$ cat src/rtl/jtkunio_scr_romslot.sv
// Scroll ROM slot: turns a 32-bit-aligned halfword address into a two-beat SDRAM
// burst and keeps the assembled word in a one-entry tag cache.
module jtkunio_scr_romslot #(
    parameter int          AW     = 17,
    parameter logic [21:0] OFFSET = 22'h0
) (
    input  logic          clk,
    input  logic          rst_n,
    input  logic          slot_cs,
    input  logic [AW-1:0] slot_addr,
    output logic [31:0]   slot_dout,
    output logic          slot_ok,
    output logic          sdram_req,
    output logic [21:0]   sdram_addr,
    input  logic          sdram_ack,
    input  logic          sdram_dst,
    input  logic [15:0]   sdram_data
);

    typedef enum logic [1:0] {
        IDLE  = 2'd0,
        REQ   = 2'd1,
        BEAT0 = 2'd2,
        BEAT1 = 2'd3
    } state_t;

    state_t        state_q, state_d;
    logic          valid_q, valid_d;
    logic [AW-1:0] tag_q, tag_d;
    logic [AW-1:0] req_addr_q, req_addr_d;
    logic [15:0]   lo_q, lo_d;
    logic [31:0]   dout_q, dout_d;
    logic          req_q, req_d;
    logic [21:0]   addr_q, addr_d;
    logic          hit;
    logic          miss;

    assign hit        = valid_q && (tag_q == slot_addr);
    assign miss       = slot_cs && !hit;
    assign slot_ok    = slot_cs && hit;
    assign slot_dout  = dout_q;
    assign sdram_req  = req_q;
    assign sdram_addr = addr_q;

    always_comb begin
        state_d    = state_q;
        valid_d    = valid_q;
        tag_d      = tag_q;
        req_addr_d = req_addr_q;
        lo_d       = lo_q;
        dout_d     = dout_q;
        req_d      = req_q;
        addr_d     = addr_q;
        case (state_q)
            IDLE: begin
                if (miss) begin
                    // The cached word is dropped as soon as a new fetch starts
                    req_addr_d = slot_addr;
                    addr_d     = OFFSET + 22'(slot_addr);
                    req_d      = 1'b1;
                    valid_d    = 1'b0;
                    state_d    = REQ;
                end
            end
            REQ: begin
                if (sdram_ack) begin
                    req_d   = 1'b0;
                    state_d = BEAT0;
                end
            end
            BEAT0: begin
                if (sdram_dst) begin
                    lo_d    = sdram_data;
                    state_d = BEAT1;
                end
            end
            BEAT1: begin
                // Whole word lands at once, tagged with the address that was fetched
                if (sdram_dst) begin
                    dout_d  = {sdram_data, lo_q};
                    tag_d   = req_addr_q;
                    valid_d = 1'b1;
                    state_d = IDLE;
                end
            end
            default: state_d = IDLE;
        endcase
    end

    always_ff @(posedge clk) begin
        if (!rst_n) begin
            state_q    <= IDLE;
            valid_q    <= 1'b0;
            tag_q      <= '0;
            req_addr_q <= '0;
            lo_q       <= '0;
            dout_q     <= '0;
            req_q      <= 1'b0;
            addr_q     <= '0;
        end else begin
            state_q    <= state_d;
            valid_q    <= valid_d;
            tag_q      <= tag_d;
            req_addr_q <= req_addr_d;
            lo_q       <= lo_d;
            dout_q     <= dout_d;
            req_q      <= req_d;
            addr_q     <= addr_d;
        end
    end

endmodule

$ cat config.mk
export PLATFORM = sky130hd
export DESIGN_NAME = jtkunio_scr_romslot
export DESIGN_NICKNAME = d
export VERILOG_FILES = /design/src/rtl/jtkunio_scr_romslot.sv
export SDC_FILE = /design/constraint.sdc
export NUM_CORES = 1
export LEC_CHECK = 0
export CAP_MARGIN = 20
export CORE_MARGIN = 1
export CORE_UTILIZATION = 45
export DETAILED_ROUTE_END_ITERATION = 16
export GPL_ROUTABILITY_DRIVEN = 0
export HOLD_SLACK_MARGIN = 0.02
export MAX_ROUTING_LAYER = met4
export PLACE_DENSITY_LB_ADDON = 0.08
export RECOVER_POWER = 50
export SLEW_MARGIN = 20
export SYNTH_ARGS = -nofsm -noshare
export SYNTH_HDL_FRONTEND = slang
export SYNTH_SLANG_ARGS = --single-unit
$ cat constraint.sdc
create_clock -name clk -period 2.3 [get_ports clk]
set_clock_uncertainty 0.2 [all_clocks]
set_input_delay 0.23 -clock clk [delete_from_list [all_inputs] [get_ports clk]]
set_output_delay 0.23 -clock clk [all_outputs]
set_load 0.005 [all_outputs]
==> run metrics <==
run status completed; min cycle time layout 2220 ps; diodes inserted 0; routed len/inst 13.2 µm; gate count of the mapped netlist 424; synth unique cells 33; worst rel slew slack 0.618; final WL 8.18 mm; Slew Viols, Final 0; EDFF count, synth 0; clock sinks 86; vias in the first global route 2821; Final Util 0.649; Starting DRT DRC Count 137; dominant synthesized flop cell dfxtp_1; RSZ-0062 raised after global routing no; total number of vias 2976; die area 8350 µm²; maximum root-to-sink buffer count 2; drt first pass iters 4; share of cells above drive strength 1 0.151; worst vdd ir 379 µV; largest net degree at the start of global routing 107; DR vias/cell 4.81; total CTS buffers 9; critical path's largest stage delay 340 ps; Fin Hold WS 208 ps; Top-Level Pins 94; final setup violating endpoints 0; ys async rst share 0; sequential-to-total area share from yosys stat 0.479; crit-path cells xor2_2 > nor4_4 > nand3_2 > buf_6 > nor3_4 > buf_2; CP endpoint kind primary output; Fmax 450 MHz; syn_area_per_cell 8.48 µm²; worst-path maximum fanout 2; Period Utilization, post-route 0.966; Area after DPL 4590 µm²; Final HPWL DP 5.51 mm; Worst Path Class, Setup register to primary output; global-route wire length before repair 13.7 mm; Synth Cell Area 3590 µm²; critical path arrival 1790 ps; clock root buffer clkbuf_8; CP max stage cell dfxtp_2; Startpoint Class register; TritonCTS clock tree done; fin nets 554; Die W 91.4 µm; worst-margin pin slew 571 ps; row cnt 32; worst min-delay path class input port to register; leak pwr 1.94 nW; Post-DRT Antenna Nets 0; flops & latches, synth 86; Initial Util 0.465; all-layer global routing usage 0.214; design area 5010 µm²; clock latency on the worst-skew pair 350 ps; core area 7730 µm²; Worst-path clk slew 90 ps; Die Span Y 91.4 µm; PD cells 756 nW/µm²; Max Cap Violations 0; WP data required 1870 ps; initial antenna violation count 0; CTS H-tree depth 3; input/output buffers 88; fill cell count 695; # DRC 0; Yosys warning count 0; total congestion overflow 0; Final Hold Vio Count 0; Area growth syn-to-layout 39.5%
-- critical path, delay by kind of cell (launching register included) --
family | cells | cell delay (ps)
and+or+nand+nor | 3 | 660
DFF | 1 | 340
buffers and inverters | 2 | 270
xor gates and xnor gates | 1 | 160
-- synthesized netlist by cell type, types with 2 or more instances --
library cell	n	area, µm²
a21boi_0	65	488
and2_1	2	12.5
buf_4	5	37.5
buf_6	3	33.8
clkbuf_1	23	86.3
dfxtp_1	86	1720
ha_1	4	50.1
inv_1	3	11.3
nand2_1	154	578
nand2b_1	2	12.5
nand3_1	19	95.1
nor2_1	3	11.3
nor4_1	3	18.8
o211a_1	2	20.0
o21ai_0	2	10.0
o21ai_1	3	15.0
o21ai_2	14	123
xor2_1	16	140
-- cell usage in the layout (no fill, tap or decap), types with 4 or more instances in the layout --
master             n
a21boi_0          65
buf_12             4
buf_4              9
clkbuf_8          11
clkdlybuf4s50_1   35
conb_1             5
dfxtp_1           84
dlygate4sd3_1     51
ha_1               4
nand2_1          154
nand3_1            4
nand3_2           15
o21ai_2           14
xor2_1            14
-- final timing paths --
check | start | end | slack, ps | cells past startpoint
worst max-delay path | tag_q[5]$_SDFFE_PN0P_ | slot_ok | 80 | 6
worst min-delay path | rst_n | slot_dout[31]$_SDFFE_PN0P_ | 210 | 3
worst min register to register | slot_dout[2]$_SDFFE_PN0P_ | slot_dout[2]$_SDFFE_PN0P_ | 260 | 2
worst max register to register | tag_q[5]$_SDFFE_PN0P_ | sdram_addr[14]$_SDFFE_PN0P_ | 110 | 9
-- per-stage QoR --
step	power (mW)	std cells	setup slack (ps)	setup TNS, ps
6_report	3.79	619	77.9	0
5_1_grt	4.01	619	4.21	0
4_1_cts	3.87	618	-15.0	-15.0
3_5_place_dp	2.65	598	-292	-3370
3_3_place_gp	2.63	598	-258	-2750
2_1_floorplan	2.28	428	503	0
-- layout make-up --
type | count | area (µm²) | area share
Clock buffer | 11 | 151 | 0.0302
Clock inverter | 5 | 57.6 | 0.0115
Inverter | 3 | 11.3 | 0.00225
Multi-Input combinational cell | 305 | 1830 | 0.366
Sequential cell | 86 | 1720 | 0.344
Tap cell | 102 | 128 | 0.0255
Timing Repair Buffer | 107 | 1110 | 0.221
-- registers in the layout, indices dropped and copies added (netlist names) --
| register | cells |
|---|---|
| sdram_addr | 17 |
| state_q | 2 |
| sdram_req | 1 |
| slot_dout | 32 |
| tag_q | 17 |
| valid_q | 1 |
| lo_q | 16 |
-- where the power goes --
part	switching, mW	leakage (nW)	internal [mW]
clock	0.528	0.109	0.561
sequential	0.0850	0.697	1.62
combinational	0.495	1.13	0.496
-- per-layer routing --
| metal | global-route usage | up-vias | routed length, µm |
|---|---|---|---|
| li1 | - | 1552 | - |
| met1 | 0.292 | 1342 | 4220 |
| met2 | 0.309 | 72 | 3440 |
| met3 | 0.0452 | 10 | 396 |
| met4 | 0.0833 | 0 | 127 |
| met5 | - | - | 0 |
-- cell families after synthesis --
logic type | Yosys count | share of synthesized area
simple gates | 189 | 0.218
compound gates | 89 | 0.190
flops | 86 | 0.479
buf+inv | 37 | 0.0536
xor+xnor | 17 | 0.0414
fa+ha+maj | 4 | 0.0139
other cells | 1 | 0.00104
mux | 1 | 0.00278
-- repair_timing --
item / 4_1_cts / 5_1_grt
gates cloned: 1 / 0
endpoints found under the hold margin: 0 / 1
setup endpoints to repair: 1 / 19
gates resized for setup: 30 / 8
buffers inserted: 5 / 0
hold buffers: 0 / 1
pin swaps: 5 / 4
No activity file was read; power rests on OpenSTA's default activity.
